$ cat config.mk
export PLATFORM = sky130hd
export DESIGN_NAME = pingpong_xpose_ram_flat
export DESIGN_NICKNAME = d
export VERILOG_FILES = /design/src/rtl/pingpong_xpose_ram_pkg.sv /design/src/rtl/pingpong_xpose_ram_if.sv /design/src/rtl/pingpong_xpose_ram_sdp_ram.sv /design/src/rtl/pingpong_xpose_ram.sv /design/src/flat_wrapper.sv
export SDC_FILE = /design/constraint.sdc
export NUM_CORES = 1
export LEC_CHECK = 0
export CORE_ASPECT_RATIO = 0.5
export CORE_MARGIN = 2
export CORE_UTILIZATION = 50
export CTS_CLUSTER_SIZE = 30
export DETAILED_ROUTE_END_ITERATION = 16
export PLACE_DENSITY = 0.68
export SYNTH_ARGS = -nofsm -noshare
export SYNTH_HDL_FRONTEND = slang
export SYNTH_SLANG_ARGS = --single-unit
$ cat constraint.sdc
create_clock -name clk -period 2.1 [get_ports clk]
set_input_delay 0.42 -clock clk [delete_from_list [all_inputs] [get_ports clk]]
set_output_delay 0.42 -clock clk [all_outputs]
set_load 0.05 [all_outputs]
$ cat src/rtl/pingpong_xpose_ram_pkg.sv
// Shared types and defaults for the ping-pong transpose buffer.
// The index mapping helper is used only when the XPOSE_EN build option is defined.
package pingpong_pkg;

  // Per-bank status: FREE banks may be written, FULL banks may be read.
  typedef enum logic {
    BANK_FREE = 1'b0,
    BANK_FULL = 1'b1
  } bank_state_e;

  localparam int BLK_N_DEF = 8;
  localparam int WIDTH_DEF = 8;

  // Column-major index for a row-major written n x n block.
  function automatic int unsigned xpose_map(input int unsigned r, input int unsigned n);
    return (r % n) * n + (r / n);
  endfunction

endpackage

$ cat src/rtl/pingpong_xpose_ram_if.sv
// Producer/consumer handshake bundle for pingpong_xpose_ram.
// slave = the buffer itself; master = the environment driving it.
interface pingpong_xpose_ram_if
  import pingpong_pkg::*;
#(
  parameter int WIDTH = WIDTH_DEF
);
  logic [WIDTH-1:0] in_data;
  logic             in_valid;
  logic             in_ready;
  logic [WIDTH-1:0] out_data;
  logic             out_valid;
  logic             out_ready;
  logic             out_last;

  modport slave (
    input  in_data, in_valid, out_ready,
    output in_ready, out_data, out_valid, out_last
  );

  modport master (
    output in_data, in_valid, out_ready,
    input  in_ready, out_data, out_valid, out_last
  );
endinterface

$ cat src/rtl/pingpong_xpose_ram_sdp_ram.sv
// Simple dual-port storage for both banks; bank index is the address MSB.
// Read data is registered and holds whenever rd_en is low, which lets the
// output stage stall without re-reading.
module sdp_ram
  import pingpong_pkg::*;
#(
  parameter int WIDTH = WIDTH_DEF,
  parameter int AW    = $clog2(2 * BLK_N_DEF * BLK_N_DEF)
) (
  input  logic             clk,
  input  logic             wr_en,
  input  logic [AW-1:0]    wr_addr,
  input  logic [WIDTH-1:0] wr_data,
  input  logic             rd_en,
  input  logic [AW-1:0]    rd_addr,
  output logic [WIDTH-1:0] dout
);

  logic [WIDTH-1:0] mem [2**AW];

  // Write port.
  always_ff @(posedge clk) begin
    if (wr_en) mem[wr_addr] <= wr_data;
  end

  // Registered read port, held when not enabled.
  always_ff @(posedge clk) begin
    if (rd_en) dout <= mem[rd_addr];
  end

endmodule

$ cat src/rtl/pingpong_xpose_ram.sv
// Double-buffered 8x8 block memory: one bank fills row-major while the other
// drains. Build option XPOSE_EN selects column-major draining (transpose);
// without it blocks come out in the order they went in.
module pingpong_xpose_ram
  import pingpong_pkg::*;
#(
  parameter int WIDTH = WIDTH_DEF,
  parameter int BLK_N = BLK_N_DEF
) (
  input  logic                clk,
  input  logic                rst_n,
  pingpong_xpose_ram_if.slave bus
);

  localparam int DEPTH = BLK_N * BLK_N;
  localparam int CNT_W = $clog2(DEPTH);
  localparam logic [CNT_W-1:0] CNT_LAST = CNT_W'(DEPTH - 1);

  logic             wr_bank;
  logic [CNT_W-1:0] wr_cnt;
  logic             rd_bank;
  logic [CNT_W-1:0] rd_cnt;
  bank_state_e      bank_st  [2];
  bank_state_e      bank_nxt [2];
  logic             out_valid_q;
  logic             out_last_q;

  logic             wr_fire;
  logic             wr_done;
  logic             issue;
  logic             rd_done;
  logic             stall;
  logic [CNT_W-1:0] rd_map;
  logic [WIDTH-1:0] ram_dout;

  // Handshake qualifiers, all derived from registered state.
  always_comb begin
    bus.in_ready = (bank_st[wr_bank] == BANK_FREE);
    wr_fire      = bus.in_valid && bus.in_ready;
    wr_done      = wr_fire && (wr_cnt == CNT_LAST);
    stall        = out_valid_q && !bus.out_ready;
    issue        = (bank_st[rd_bank] == BANK_FULL) && !stall;
    rd_done      = issue && (rd_cnt == CNT_LAST);
  end

  // Read-side address ordering within a bank.
  always_comb begin
`ifdef XPOSE_EN
    rd_map = CNT_W'(xpose_map(32'(rd_cnt), BLK_N));
`else
    rd_map = rd_cnt;
`endif
  end

  // Bank status next-state: a bank fills only while FREE and drains only
  // while FULL, so set and clear never collide on the same bank.
  always_comb begin
    bank_nxt = bank_st;
    if (wr_done) bank_nxt[wr_bank] = BANK_FULL;
    if (rd_done) bank_nxt[rd_bank] = BANK_FREE;
  end

  // Bank status register.
  always_ff @(posedge clk) begin
    if (!rst_n) begin
      bank_st <= '{default: BANK_FREE};
    end else begin
      bank_st <= bank_nxt;
    end
  end

  // Write pointer: advance per accepted sample, swap banks at block end.
  always_ff @(posedge clk) begin
    if (!rst_n) begin
      wr_bank <= 1'b0;
      wr_cnt  <= '0;
    end else if (wr_fire) begin
      if (wr_done) begin
        wr_bank <= !wr_bank;
        wr_cnt  <= '0;
      end else begin
        wr_cnt <= wr_cnt + 1'b1;
      end
    end
  end

  // Read pointer: advance per issued read, swap banks at block end.
  always_ff @(posedge clk) begin
    if (!rst_n) begin
      rd_bank <= 1'b0;
      rd_cnt  <= '0;
    end else if (issue) begin
      if (rd_done) begin
        rd_bank <= !rd_bank;
        rd_cnt  <= '0;
      end else begin
        rd_cnt <= rd_cnt + 1'b1;
      end
    end
  end

  // Output flags track the one-cycle memory read; both hold while stalled.
  always_ff @(posedge clk) begin
    if (!rst_n) begin
      out_valid_q <= 1'b0;
      out_last_q  <= 1'b0;
    end else begin
      out_valid_q <= issue || stall;
      if (issue) begin
        out_last_q <= rd_done;
      end else if (!stall) begin
        out_last_q <= 1'b0;
      end
    end
  end

  sdp_ram #(
    .WIDTH (WIDTH),
    .AW    (CNT_W + 1)
  ) u_ram (
    .clk     (clk),
    .wr_en   (wr_fire),
    .wr_addr ({wr_bank, wr_cnt}),
    .wr_data (bus.in_data),
    .rd_en   (issue),
    .rd_addr ({rd_bank, rd_map}),
    .dout    (ram_dout)
  );

  assign bus.out_data  = ram_dout;
  assign bus.out_valid = out_valid_q;
  assign bus.out_last  = out_last_q;

endmodule

$ cat src/flat_wrapper.sv
// flat-port wrapper written by rule: the top's interface ports become plain ports
module pingpong_xpose_ram_flat import pingpong_pkg::*;
#(
  parameter int WIDTH = WIDTH_DEF,
  parameter int BLK_N = BLK_N_DEF
)
  (clk, rst_n, bus_in_data, bus_in_valid, bus_out_ready, bus_in_ready, bus_out_data, bus_out_valid, bus_out_last);
  pingpong_xpose_ram_if #(.WIDTH(WIDTH)) bus_i ();
  input  logic clk;
  input  logic rst_n;
  input wire logic [$bits(bus_i.in_data)-1:0] bus_in_data;
  input wire logic [$bits(bus_i.in_valid)-1:0] bus_in_valid;
  input wire logic [$bits(bus_i.out_ready)-1:0] bus_out_ready;
  output wire logic [$bits(bus_i.in_ready)-1:0] bus_in_ready;
  output wire logic [$bits(bus_i.out_data)-1:0] bus_out_data;
  output wire logic [$bits(bus_i.out_valid)-1:0] bus_out_valid;
  output wire logic [$bits(bus_i.out_last)-1:0] bus_out_last;
  assign bus_i.in_data = bus_in_data;
  assign bus_i.in_valid = bus_in_valid;
  assign bus_i.out_ready = bus_out_ready;
  assign bus_in_ready = bus_i.in_ready;
  assign bus_out_data = bus_i.out_data;
  assign bus_out_valid = bus_i.out_valid;
  assign bus_out_last = bus_i.out_last;
  pingpong_xpose_ram #(.WIDTH(WIDTH), .BLK_N(BLK_N)) u_core (.clk(clk), .rst_n(rst_n), .bus(bus_i));
endmodule
==> impl_results.md, run 1 <==
* RSZ-0062 raised after global routing: true
* Vias in the first global route at 22000
* Via/cell ratio at 6.09
* Total Power at 40.7 mW
* Post-synthesis instance total at 2043
* CP endpoint kind: flip-flop
* Ys async rst share at 0%
* Fill count at 5467
* EDFF count, synth at 1032
* Setup-failing EPs final at 8
* WL/cell at 28.7 microns
* Post-layout util at 62.9%
* CTS max path bufs at 3
* Die width at 409 microns
* Worst EP required at 2.50 ns
* Predominant post-synthesis flop cell: edfxtp_1
* Internal Power at 32.7 mW
* Fin. Hold Viols at 0
* Switch Pwr at 7.98 mW
* Net Sw Frac at 19.6%
* Failing checks: setup timing
* Fmax at 0.391 GHz
* Finished Layout Cells at 3646
* CTS Root Cell: clkbuf_16
* Final instance area at 51200 sq um
* Sequential power share at 56.6%
* Area after DPL at 47400 sq um
* Synthesis Warnings at 0
* Fin worst setup slack at -0.456 ns
* Final Cycle Share at 122%
* Clock skew at 0.0305 ns
* Clk slew on worst S/H paths at 0.07 ns
* Cell Area, Synth at 41100 sq um
* Starting Density at 50.4%
* Comb pwr share at 1.7%
* Antenna violations before repair at 0
* Peak supply drop at 0.000556 V
* CP Max Fanout at 8
* Status: finished, violations left
* Worst R2R Start: u_core.rd_cnt[0]
* Post-DP HPWL at 67600 microns
* Post-Syn Nets at 2057
* P&R area growth vs syn at 24.7%
* N_diodes at 0
* CP Class: reg -> reg
* Dpl cells at 3451
* R2r setup slk at -0.46 ns
* Hold Crit Class: in -> reg
* Drt first-iter violations at 2731
* Share of the yosys chip area belonging to registers at 76.3%
* DRC viols at 0
* Layout cells sized above 1 at 38.7%
* Drt total wl at 105000 microns
* Crit. Startpoint: u_core.rd_cnt[0]
* Nets at 2485
* Worst setup path end: u_core.u_ram.dout[3]
* I/O pin count at 23
* H-tree levels at 3
* Core ar. at 81500 sq um
* Leak pwr at 16.0 nW
* # rows at 74
* Latest clock arrival within the worst-skew pair at 0.67 ns
* Max-slew violations at 0
* #FFs+latches synth at 1050
* First-pass iteration count of the detailed router at 5
* Number of port buffers at 22
* Depth of the worst register-to-register path at 10
* CTS tree: done
* Worst r2r dst: u_core.u_ram.dout[3]
* Clk sink count at 1050
* Global-route wire length before repair at 151000 microns
* GRT Util Overall at 24.8%
* Grt ovf at 0
* CP arrival at 2.95 ns
* Largest net degree at the start of global routing at 129
* Clock Power Share at 41.7%
* Crit path launch type: flip-flop
* Post-route ant nets at 0
* Normalized max-slew margin at 49.2%
* Die area at 84600 sq um
* Worst-Margin Slew at 0.762 ns
* Pwr Density at 794 nW/um^2
* Post-synthesis cell type count at 65
* Max-capacitance violation count at 0
* TritonCTS Buffers at 91
* Final GP Congestion at 0.909
* Die H at 207 microns
* Syn Area/Cell at 20.1 sq um
* Minimum clock period at 2.56 ns
* Vias at 22200
placed cells by master, fill, tap and decap left out, types with 10 or more instances in the layout:
| cell type | count |
|---|---|
| a21oi_1 | 30 |
| a22o_1 | 10 |
| a22oi_1 | 30 |
| and2_1 | 15 |
| buf_12 | 143 |
| buf_4 | 280 |
| clkbuf_1 | 26 |
| clkbuf_16 | 95 |
| clkinv_1 | 12 |
| clkinv_2 | 14 |
| dfxtp_1 | 13 |
| edfxtp_1 | 1032 |
| mux2_2 | 14 |
| mux2i_1 | 130 |
| mux4_2 | 193 |
| nand2_1 | 69 |
| nand3_1 | 12 |
| nor2_1 | 28 |
| nor2_2 | 41 |
| nor2_4 | 83 |
| nor2b_1 | 21 |
| o22ai_1 | 10 |
registers in the layout, summed over array words and instances, names as in the netlist:
| name | count |
|---|---|
| u_core.u_ram.mem | 1024 |
| u_core.u_ram.dout | 8 |
| u_core.rd_cnt | 6 |
| u_core.wr_cnt | 6 |
| u_core.bank_st | 2 |
| u_core.bus.out_last | 1 |
| u_core.bus.out_valid | 1 |
| u_core.rd_bank | 1 |
| u_core.wr_bank | 1 |
cells by family (layout without fill, tap and decap cells):
family,after synthesis,after routing,share of synthesized area (%)
xor gates and xnor gates,9,9,0.192
DFF,1050,1050,76.3
and+or+nand+nor,318,318,3.46
AOI/OAI and AO/OA,192,192,3.54
adders and majority gates,2,2,0.0609
buffers and inverters,118,619,1.76
muxes,354,354,14.7
per-stage QoR:
stage,worst slack (ns),TNS (ns),hold slack [ns]
6_report,-0.456,-3.41,0.158
5_1_grt,-0.494,-3.73,0.135
3_5_place_dp,-1.05,-171.60,0.530
4_1_cts,-0.427,-3.18,0.124
3_3_place_gp,-0.966,-170.14,0.514
2_1_floorplan,-0.111,-49.43,0.489
final cells by class:
cell class,count,area [sq um],area share [%]
multi-input cells,875,10200,20.0
clock buffers,124,2520,4.91
flip-flops and latches,1050,31400,61.2
clock inverters,42,449,0.877
well taps,1102,1380,2.69
repair buffers,450,5280,10.3
inverters,3,11.3,0.0220
power groups by stage:
stage,Sequential (mW),Combinational (mW),Clock [mW]
6_report,23.0,0.697,17.0
2_1_floorplan,23.5,0.133,0
5_1_grt,23.0,0.728,17.9
4_1_cts,23.0,0.689,17.1
3_3_place_gp,23.5,0.659,0
3_5_place_dp,23.5,0.682,0
how the worst min path moves through the flow:
| stage | startpoint | to | slack [ns] | cells after the start |
|---|---|---|---|---|
| floorplan | u_core.wr_cnt[1] | u_core.wr_cnt[1] | 0.49 | 2 |
| global placement | u_core.wr_cnt[1] | u_core.wr_cnt[1] | 0.51 | 2 |
| detailed placement | u_core.bus.out_last | u_core.bus.out_last | 0.53 | 2 |
| CTS | bus_in_data[1] | u_core.u_ram.mem[122][1] | 0.12 | 1 |
| global route | bus_in_data[1] | u_core.u_ram.mem[127][1] | 0.14 | 1 |
| finish | bus_in_data[1] | u_core.u_ram.mem[111][1] | 0.16 | 1 |
worst max-delay path: stages, from the launching register on:
cell	delay, ns
dfxtp_4	0.37
buf_12	0.14
buf_8	0.12
buf_12	0.13
buf_4	0.11
mux4_2	0.49
a22o_1	0.24
a21oi_1	0.11
buf_4	0.15
a221o_1	0.27
a32oi_1	0.14
what timing repair did:
action	4_1_cts	5_1_grt
endpoints found under the hold margin	4	0
resized for setup	103	26
buffers inserted	25	7
setup endpoints to repair	16	65
hold buffers	1	0
pin swaps	23	9
gates cloned	0	0
per-layer routing:
metal  GRT usage (%)  share of wire, %
met5               0                 0
met3            4.87               8.9
met2            37.9                46
met1            37.1                43
met4            6.25               2.2
synth_stat cells, types with 5 or more instances:
library cell | n | share of area, %
o22ai_1 | 15 | 0.23
nor2_1 | 151 | 1.4
nand3_1 | 16 | 0.19
a311oi_1 | 7 | 0.15
edfxtp_1 | 1032 | 75
mux4_1 | 5 | 0.32
mux2_2 | 14 | 0.38
nand3b_1 | 6 | 0.11
and2_1 | 14 | 0.21
o22a_1 | 5 | 0.11
mux4_2 | 191 | 10
a21boi_0 | 6 | 0.11
a211oi_1 | 13 | 0.24
buf_6 | 14 | 0.38
nor2b_1 | 23 | 0.35
o221ai_1 | 10 | 0.21
clkbuf_1 | 35 | 0.32
o21ai_0 | 6 | 0.073
nand4_1 | 5 | 0.076
xnor2_1 | 6 | 0.13
dfxtp_1 | 18 | 0.88
a21oi_1 | 31 | 0.38
a221oi_1 | 9 | 0.19
buf_2 | 31 | 0.38
nand2_1 | 77 | 0.70
buf_1 | 5 | 0.046
a22o_1 | 11 | 0.23
buf_4 | 28 | 0.51
a22oi_1 | 34 | 0.62
mux2i_1 | 144 | 3.5
or2_2 | 6 | 0.091
a221o_1 | 6 | 0.15
Note: power is estimated with default switching activity, not from simulation.
==> run 2: changes to the inputs <==
- CORE_MARGIN: 2 -> 4
==> impl_results.md, run 2 (synthesized netlist as in run 1, its figures left out) <==
* Normalized max-slew margin at 47.5% (-1.7 points)
* Internal Power at 33.2 mW (+1.5%)
* Setup-failing EPs final at 8 (unchanged)
* Number of port buffers at 22 (unchanged)
* H-tree levels at 3 (unchanged)
* Drt first-iter violations at 2956 (+8.2%)
* CP Max Fanout at 8 (unchanged)
* RSZ-0062 raised after global routing: true
* Failing checks: setup timing
* Final Cycle Share at 123% (+1.4 points)
* Leak pwr at 16.3 nW (+1.6%)
* I/O pin count at 23 (unchanged)
* Commonest non-fill, non-tap cells in the layout: 1032 x edfxtp_1, 275 x buf_4, 194 x mux4_2
* CTS Root Cell: clkbuf_16
* Max-slew violations at 0 (unchanged)
* Ordered list of cells on the worst path: buf_12, buf_6, mux4_2, a22oi_1, a211oi_4, o32a_1
* Crit. Startpoint: u_core.rd_cnt[0]
* Nets at 2504 (+0.76%)
* DP Worst Slack at -1.14 ns (-0.0877 ns)
* First-pass iteration count of the detailed router at 8 (+3)
* CTS tree: done
* Global-route wire length before repair at 154000 microns (+2.3%)
* Most common cell after layout, fill and taps aside: edfxtp_1
* Minimum clock period at 2.59 ns (+0.0301 ns)
* Clk sink count at 1050 (unchanged)
* Largest registers: u_core.u_ram.mem (1024), u_core.u_ram.dout (8)
* Vias at 22100 (-0.51%)
* Final GP Congestion at 0.903 (-0.61%)
* Footprint of the multi-input gates at 10300 sq um (+0.27%)
* Number of flip-flops in the largest register at 1024 (unchanged)
* Peak supply drop at 0.000537 V (-3.3%)
* Clock Power Share at 42.3% (+0.6 points)
* Largest net degree at the start of global routing at 129 (unchanged)
* Comb pwr share at 1.8% (about the same)
* Hold Crit Start: bus_in_data[5]
* Worst stage delay on the critical path at 0.56 ns (+0.07 ns)
* Register area at 31400 sq um (about the same)
* Antenna violations before repair at 4 (+4)
* GRT Util Overall at 24.6% (-0.20 points)
* Worst hold slack at 0.144 ns (-0.0142 ns)
* Area after DPL at 47500 sq um (+0.18%)
* Drt total wl at 107000 microns (+1.9%)
* CTS max path bufs at 3 (unchanged)
* Clk slew on worst S/H paths at 0.07 ns (about the same)
* P&R area growth vs syn at 26.3%
* Hold Crit Class: in -> reg
* Fill count at 5204 (-4.8%)
* Net Sw Frac at 19.4% (-0.18 points)
* WL/cell at 29.2 microns (+1.7%)
* # rows at 73 (-1.4%)
* Switch Pwr at 8.00 mW (+0.33%)
* Status: finished, violations left
* Total Power at 41.2 mW (+1.2%)
* Via/cell ratio at 6.05 (-0.70%)
* Final instance area at 51900 sq um (+1.3%)
* Starting Density at 51.1% (+0.63 points)
* Worst R2R Start: u_core.rd_cnt[0]
* CP arrival at 3.01 ns (+0.06 ns)
* CP Class: reg -> reg
* Clock skew at 0.0190 ns (-0.0115 ns)
* Die H at 211 microns (+1.9%)
* Layout cells sized above 1 at 39.4% (+0.64 points)
* Max-capacitance violation count at 0 (unchanged)
* Post-route ant nets at 0 (unchanged)
* Worst-Margin Slew at 0.779 ns (+0.0173 ns)
* Vias in the first global route at 22200 (+0.79%)
* TritonCTS Buffers at 91 (unchanged)
* Fin. Hold Viols at 0 (unchanged)
* CP endpoint kind: flip-flop
* Sequential power share at 55.9% (-0.7 points)
* Die width at 413 microns (+0.98%)
* Die area at 87100 sq um (+2.9%)
* Worst path slowest cell: mux4_2
* Grt ovf at 0 (unchanged)
* Fmax at 0.387 GHz (-1.2%)
* Fin worst setup slack at -0.486 ns (-0.0301 ns)
* DRC viols at 0 (unchanged)
* Biggest register: u_core.u_ram.mem
* Worst EP required at 2.52 ns (+0.02 ns)
* Core ar. at 80500 sq um (-1.2%)
* Pwr Density at 794 nW/um^2 (about the same)
* N_diodes at 0 (unchanged)
* Latest clock arrival within the worst-skew pair at 0.67 ns (about the same)
* Post-DP HPWL at 68100 microns (+0.83%)
* Crit path launch type: flip-flop
[run 2: changes by cell type in the layout (fill, tap and decap cells not counted), moves of 4 or more]
cell / delta
buf_12: +9
buf_16: +7
buf_4: -5
buf_6: +7
bufinv_16: +5
clkbuf_1: -10
clkbuf_16: +5
clkinv_1: +10
mux2i_1: +6
mux2i_4: -5
nand2_2: -4
nor2_2: -17
nor2_4: +19
[run 2: metrics by stage]
stage                     utilization, %  TNS (ns)  instances
after global routing                64.5     -5.14       3653
after global placement              59.0   -145.34       3438
after CTS                           63.7     -3.24       3628
after detailed placement            59.0   -155.38       3438
final                               64.5     -3.55       3653
after floorplan                        -    -49.43       2043
[run 2: final timing paths]
path | to | slack [ns] | cells after the start
setup / recovery | u_core.u_ram.dout[6] | -0.49 | 6
hold / removal | u_core.u_ram.mem[66][5] | 0.14 | 1
setup reg to reg | u_core.u_ram.dout[6] | -0.49 | 6
hold reg to reg | u_core.bus.out_last | 0.51 | 2
[run 2: area by class of cell]
| cell class | instances | share of cell area [%] |
|---|---|---|
| clock buffers | 111 | 4.70 |
| repair buffers | 469 | 11.2 |
| multi-input cells | 875 | 19.8 |
| clock inverters | 58 | 1.22 |
| flip-flops and latches | 1050 | 60.5 |
| well taps | 1087 | 2.62 |
| inverters | 3 | 0.0217 |
[run 2: power groups by stage]
| stage | logic (mW) | clock network, mW | registers, mW |
|---|---|---|---|
| floorplan | 0.133 | 0 | 23.5 |
| global placement | 0.659 | 0 | 23.5 |
| detailed placement | 0.683 | 0 | 23.5 |
| CTS | 0.694 | 17.6 | 23.0 |
| global route | 0.784 | 18.6 | 23.0 |
| finish | 0.746 | 17.4 | 23.0 |
[run 2: worst max-delay path, delay by kind of cell (launching register included)]
family	cells	cell delay, ns
compound gates	3	0.93
flops	1	0.46
mux	1	0.56
buf+inv	2	0.36
[run 2: repair_timing]
action | CTS | global route
hold buffers | 0 | 0
gates cloned | 4 | 5
endpoints found under the hold margin | 0 | 0
setup buffers | 19 | 21
pin swaps | 20 | 30
setup endpoints to repair | 11 | 327
resized for setup | 96 | 53
[run 2: metal layers]
| layer | track usage (%) | wire length, microns |
|---|---|---|
| met2 | 37.5 | 49300 |
| met1 | 36.1 | 43900 |
| met5 | 0 | 27 |
| met4 | 6.17 | 2340 |
| met3 | 6.13 | 11000 |
